--- config.mk ---
export PLATFORM = sky130hd
export DESIGN_NAME = sb_dma_copy
export DESIGN_NICKNAME = d
export VERILOG_FILES = /design/src/rtl/sb_dma_copy.sv
export SDC_FILE = /design/constraint.sdc
export NUM_CORES = 1
export LEC_CHECK = 0
export CORE_MARGIN = 1
export CORE_UTILIZATION = 42
export CTS_BUF_LIST = sky130_fd_sc_hd__clkbuf_8
export CTS_CLUSTER_DIAMETER = 100
export CTS_CLUSTER_SIZE = 16
export DETAILED_ROUTE_END_ITERATION = 6
export PLACE_DENSITY = 0.83
export SETUP_SLACK_MARGIN = 0.2
export SLEW_MARGIN = 20
export SYNTH_ARGS = -nofsm -noshare
export SYNTH_HDL_FRONTEND = slang
export SYNTH_SLANG_ARGS = --single-unit
--- constraint.sdc ---
create_clock -name sb_clk -period 2.1 [get_ports sb_clk]
set_clock_uncertainty 0.15 [all_clocks]
set_input_delay 0.21 -clock sb_clk [delete_from_list [all_inputs] [get_ports sb_clk]]
set_output_delay 0.21 -clock sb_clk [all_outputs]
set_load 0.02 [all_outputs]
--- src/rtl/sb_dma_copy.sv ---
// Single-outstanding word copy engine mastering the system bus.
// Copies len words from src to dst, aborting on a write error response.
module sb_dma_copy #(
  parameter int LEN_W = 16
) (
  input  logic             sb_clk,
  input  logic             sb_rst,
  input  logic             start,
  input  logic [31:0]      src_addr,
  input  logic [31:0]      dst_addr,
  input  logic [LEN_W-1:0] len,
  output logic             busy,
  output logic             done,
  output logic             err,
  output logic             sb_arvalid,
  input  logic             sb_arready,
  output logic [31:0]      sb_araddr,
  input  logic             sb_rvalid,
  output logic             sb_rready,
  input  logic [31:0]      sb_rdata,
  output logic             sb_wvalid,
  input  logic             sb_wready,
  output logic [31:0]      sb_waddr,
  output logic [31:0]      sb_wdata,
  output logic [3:0]       sb_wstrb,
  input  logic             sb_bvalid,
  output logic             sb_bready,
  input  logic             sb_bresp
);

  typedef enum logic [2:0] {
    S_IDLE,
    S_RADDR,
    S_RDATA,
    S_WRITE,
    S_WRESP,
    S_FIN
  } state_t;

  state_t           state_q, state_d;
  logic [31:0]      rd_ptr_q, rd_ptr_d;
  logic [31:0]      wr_ptr_q, wr_ptr_d;
  logic [31:0]      data_q, data_d;
  logic [LEN_W-1:0] remain_q, remain_d;
  logic             err_q, err_d;

  always_ff @(posedge sb_clk) begin
    if (sb_rst) begin
      state_q  <= S_IDLE;
      rd_ptr_q <= '0;
      wr_ptr_q <= '0;
      data_q   <= '0;
      remain_q <= '0;
      err_q    <= 1'b0;
    end else begin
      state_q  <= state_d;
      rd_ptr_q <= rd_ptr_d;
      wr_ptr_q <= wr_ptr_d;
      data_q   <= data_d;
      remain_q <= remain_d;
      err_q    <= err_d;
    end
  end

  always_comb begin
    state_d  = state_q;
    rd_ptr_d = rd_ptr_q;
    wr_ptr_d = wr_ptr_q;
    data_d   = data_q;
    remain_d = remain_q;
    err_d    = err_q;
    unique case (state_q)
      S_IDLE: begin
        if (start) begin
          rd_ptr_d = src_addr & ~32'd3;
          wr_ptr_d = dst_addr & ~32'd3;
          remain_d = len;
          err_d    = 1'b0;
          state_d  = (len == '0) ? S_FIN : S_RADDR;
        end
      end
      S_RADDR: begin
        if (sb_arready) state_d = S_RDATA;
      end
      S_RDATA: begin
        if (sb_rvalid) begin
          data_d  = sb_rdata;
          state_d = S_WRITE;
        end
      end
      S_WRITE: begin
        if (sb_wready) state_d = S_WRESP;
      end
      S_WRESP: begin
        if (sb_bvalid) begin
          if (sb_bresp) begin
            err_d   = 1'b1;
            state_d = S_FIN;
          end else begin
            rd_ptr_d = rd_ptr_q + 32'd4;
            wr_ptr_d = wr_ptr_q + 32'd4;
            remain_d = remain_q - LEN_W'(1);
            state_d  = (remain_q == LEN_W'(1)) ? S_FIN : S_RADDR;
          end
        end
      end
      S_FIN: state_d = S_IDLE;
      default: state_d = S_IDLE;
    endcase
  end

  // Every bus output is decoded from state or taken straight from a flop.
  assign busy       = (state_q != S_IDLE);
  assign done       = (state_q == S_FIN);
  assign err        = err_q;
  assign sb_arvalid = (state_q == S_RADDR);
  assign sb_rready  = (state_q == S_RDATA);
  assign sb_wvalid  = (state_q == S_WRITE);
  assign sb_bready  = (state_q == S_WRESP);
  assign sb_araddr  = rd_ptr_q;
  assign sb_waddr   = wr_ptr_q;
  assign sb_wdata   = data_q;
  assign sb_wstrb   = 4'hF;

endmodule

Word-level counts from Yosys, hierarchy flattened
Cells that the tools add are included.

storage, ports and cells
  register bits = 116
  output and inout bits = 107

operators by class
  add/subtract/negate cells = 3
  eq/ne operators = 13
  muxes and demuxes = 25
  reductions and logical operators = 8

operators by type and width
  operator                                                                  count
  32-bit two-way mux                                                        6
  32-bit case mux with 2 select lines                                       2
  32-bit by 3-bit adder with 32-bit output (second input constant)          2
  16-bit two-way mux                                                        3
  16-bit case mux with 2 select lines                                       1
  3-bit two-way mux                                                         8
  16-bit by 1-bit == test with 1-bit output (second input constant)         1
  16-bit logical NOT                                                        1
  16-bit by 1-bit subtractor with 16-bit output (second input constant)     1
  3-bit case mux with 5 select lines                                        1
  2-bit inequality test (second input constant)                             4
  4-bit AND reduction                                                       2
  3-bit by 2-bit == test with 1-bit output (second input constant)          2
  3-bit == test (second input constant)                                     2
  2-bit by 1-bit inequality test with 1-bit output (second input constant)  3
  5-bit AND reduction                                                       1
  3-bit by 1-bit == test with 1-bit output (second input constant)          1
  3-bit logical NOT                                                         1
  1-bit two-way mux                                                         3
  3-bit nonzero test                                                        1
  1-bit case mux with 2 select lines                                        1
  2-bit AND reduction                                                       1
  2-bit nonzero test                                                        1

Logic depth before layout (Yosys ltp)
  depth in word-level cells = 5
  depth in mapped cells = 9
  gate-level depth less buffers = 7

Worst setup path before layout
No wires, ideal clock.

  path type = reg2reg
  from = register wr_ptr_q[2], in the netlist sb_waddr[2]
  to = register wr_ptr_q[28], in the netlist sb_waddr[28]
  library setup time = 0.081 ns
  arrival = 2.028 ns
  data required time = 1.869 ns
  path slack = -0.159 ns
  stages on the path, launching flop included = 9
  path buffers = 2
  period minus slack after synthesis = 2.259 ns
  path through = dfxtp_1 > ha_1 > and4_1 > buf_2 > and4_1 > buf_2 > nand4_1 > or4_1 > a41oi_1

between the ends
  cells in the longest elaborated chain, start to end = 4

RTL lines
  element                                   line  text
  start: declaration                        42    logic [31:0] wr_ptr_q, wr_ptr_d;
  start signal: assignment                  58    wr_ptr_q <= wr_ptr_d;
  32-bit by 3-bit adder with 32-bit output  101   wr_ptr_d = wr_ptr_q + 32'd4;
  32-bit two-way mux                        96    if (sb_bresp) begin
  32-bit two-way mux                        95    if (sb_bvalid) begin
  32-bit case mux with 2 select lines       72    unique case (state_q)

No other way between the ends. The select of a mux whose other input is x is not followed.
A chain may end at the register's enable or synchronous reset.

Worst setup path in the final report
  from = register rd_ptr_q[7], in the netlist sb_araddr[7]
  to = register rd_ptr_q[23], in the netlist sb_araddr[23]

between the ends
  cells in the longest elaborated chain, start to end = 4

RTL lines
  element                                   line  text
  start: declaration                        41    logic [31:0] rd_ptr_q, rd_ptr_d;
  start signal: assignment                  57    rd_ptr_q <= rd_ptr_d;
  32-bit by 3-bit adder with 32-bit output  100   rd_ptr_d = rd_ptr_q + 32'd4;
  32-bit two-way mux                        96
  32-bit two-way mux                        95
  32-bit case mux with 2 select lines       72

No other way between the ends. The select of a mux whose other input is x is not followed.

==> impl_metrics.csv <==
group,metric,value,unit
cells_and_area,area_growth,80.9,%
cts,clockBufferDepth,2,
cts,cts_buffers,9,
placed_design,place_ws,-0.232,ns
grt,grt_max_degree,42,
synth,syn_inst,844,
sta,timing.final.crit_share,110,%
power,peakVddDrop,0.368,mV
sta,relSlewSlack,60.6,%
sta,setup_ws,-0.200,ns
synth,synthesis.area,6230,um^2
grt,grt_pass1_vias,7017,
drt,ant_nets,0,
cells_and_area,layout-drive-gt1-share,31.4,%
drt,via_count,8788,
placed_design,gp_congestion,0.893,
cells_and_area,design_area,11300,um^2
sta,max_freq,0.435,GHz
die,io_pins,227,
power,seq_power_share,39.5,%
cells_and_area,layout_commonest_cell,"clkdlybuf4s50_1",
cts,clk_transition_reported_paths,0.12,ns
die,fp.dieH,124,um
worst_hold_path,hold_path_class,"in2reg",
status,outcome,"finished, violations left",
sta,hold_viol,0,
grt,grt_overflow,0,
sta,final-setup-viol-count,8,
placed_design,place_area,9160,um^2
die,core_area,14500,um^2
cts,cts_hold_repair.buffers,0,
sta,whs,0.0445,ns
sta,slew_violations,0,
die,dieArea,15300,um^2
synth,ys_seq_elements,112,
sta,fin_crit,2.30,ns
synth,yosysSeqAreaShare,36.0,%
worst_setup_path,end_kind,"flop",
worst_setup_path,cp_max_fo,6,
worst_setup_path,critPathLaunchType,"flop",
drt,drt-initial-drc-count,1103,
drt,drcViolationCount,0,
drt,wl,30300,um
drt,wl_per_cell,22.7,um
cts,htreeDepth,3,
cts,cts_tree,"done",
cts,worstSkewPairLatency,0.42,ns
synth,syn_area_per_cell,7.38,um^2
cts,clock-sinks,112,
die,initial_utilization,43.0,%
die,num_rows,44,
cells_and_area,layout.nets,1271,
placed_design,io_buffers,214,
sta,worst_slew_pin_slew,0.586,ns
worst_setup_path,crit_required,2.24,ns
placed_design,hpwl,15700,um
power,power_leakage,4.33,nW
synth,ys.flop_type,"dfxtp_1",
drt,viasPerCell,6.57,
synth,yosys_warnings,0,
grt,grt_pass1_wl,35200,um
worst_setup_path,worstPathArrival,2.44,ns
status,failed_checks,"setup timing",
flow_run,maxCapViolations,0,
grt,antenna_found_initial,1,
grt,grt_usage,29.2,%
power,intPower,4.24,mW
power,clockPowerShare,23.6,%
worst_setup_path,critical_path_class,"reg2reg",
sta,rsz0062_at_grt,"yes",
drt,dr.pass1.iters,6,
power,p_sw_share,36.8,%
cells_and_area,final_cell_mix,"clkdlybuf4s50_1, nand2_1, buf_4",
power,power_frac_comb,36.9,%
synth,synth_cell_types,69,
power,finalPower,6.70,mW
synth,ys_async_sr_fraction,0,%
cts,clockRootBuffer,"clkbuf_8",
die,die_x,124,um
power,netSwitchingPower,2.46,mW
power,power.density,595,nW/um^2
cells_and_area,postLayoutCoreUtil,77.8,%
synth,synth-edff-count,0,
[cell usage after synthesis (8+ instances only)]
cell,instances,area share (%)
clkbuf_1,42,2.5
a21oi_1,94,7.6
nor3_1,22,1.8
nor2_1,72,4.3
or4_1,8,0.96
nor4_1,8,0.80
nand3_1,41,3.3
and3_1,18,1.8
o31ai_1,8,0.96
buf_2,17,1.4
a31oi_1,18,1.8
nand2_1,133,8.0
buf_4,8,0.96
o21ai_0,39,3.1
or3_1,9,0.90
nand4_1,22,2.2
a211oi_1,15,1.8
dfxtp_1,112,36
o21ai_1,18,1.4
a311oi_1,8,1.1
inv_1,8,0.48
[power by group through the flow]
stage / clock, mW / sequential, mW / combinational (mW)
2_1_floorplan: 0 / 2.77 / 0.804
3_3_place_gp: 0 / 2.62 / 1.92
3_5_place_dp: 0 / 2.63 / 1.94
4_1_cts: 1.56 / 2.58 / 2.05
5_1_grt: 1.65 / 2.66 / 2.60
6_report: 1.58 / 2.65 / 2.47
[timing repair]
action / 4_1_cts / 5_1_grt
gates cloned: 3 / 14
setup buffers: 21 / 28
endpoints found under the hold margin: 0 / 0
pin swaps: 19 / 102
setup endpoints to repair: 68 / 110
resized for setup: 73 / 234
[through the flow]
step,std cells,TNS (ns)
2_1_floorplan,850,0
3_3_place_gp,1254,-1.71
3_5_place_dp,1254,-3.87
4_1_cts,1294,0
5_1_grt,1337,-1.56
6_report,1337,-0.860
[critical path: stages, from the launching register on]
cell     delay, ns
dfxtp_4       0.39
nand4_1       0.25
buf_4         0.24
nor4_4        0.18
buf_6         0.19
buf_6         0.10
buf_6         0.11
a21oi_1       0.09
o21ai_0       0.32
o21ai_1       0.14
[sequential cells by signal, indices dropped and copies added (netlist names)]
| signal | count |
|---|---|
| err | 1 |
| remain_q | 16 |
| sb_araddr | 30 |
| sb_waddr | 30 |
| sb_wdata | 32 |
| state_q | 3 |
[metal layers]
metal / global-route usage [%] / wire, um / vias to the layer above
li1: - / - / 3715
met1: 37.5 / 10800 / 4156
met2: 47.8 / 14400 / 700
met3: 5.04 / 3110 / 217
met4: 12.6 / 1990 / 0
met5: 0 / 0 / -
[logic make-up (layout without fill, tap and decap cells)]
| group | Yosys count | in the layout | synth area share [%] |
|---|---|---|---|
| AND/OR/NAND/NOR | 368 | 368 | 28.8 |
| AO/OA/AOI/OAI | 272 | 272 | 27.7 |
| flip-flops | 112 | 112 | 36.0 |
| buffers and inverters | 81 | 383 | 5.71 |
| multiplexers | 5 | 5 | 0.824 |
| adder cells (fa/ha/maj) | 4 | 4 | 0.804 |
| other | 2 | 9 | 0.121 |
[path summary, 6_finish.rpt]
path | startpoint | end | slack (ns) | cells after the start
hold / removal | sb_rst | sb_araddr[24] | 0.04 | 2
setup reg to reg | sb_araddr[7] | sb_araddr[23] | -0.20 | 9
hold reg to reg | sb_wdata[24] | sb_wdata[24] | 0.31 | 2
setup / recovery | sb_araddr[7] | sb_araddr[23] | -0.20 | 9
[layout make-up]
class	count	area (um^2)
multi-input combinational	657	4600
timing repair buffer	358	3830
fill	845	3210
sequential	112	2340
tap	184	230
clock buffer	9	124
clock inverter	7	109
inverter	9	38.8
antenna	1	2.50
No activity file was read; power rests on OpenSTA's default activity.
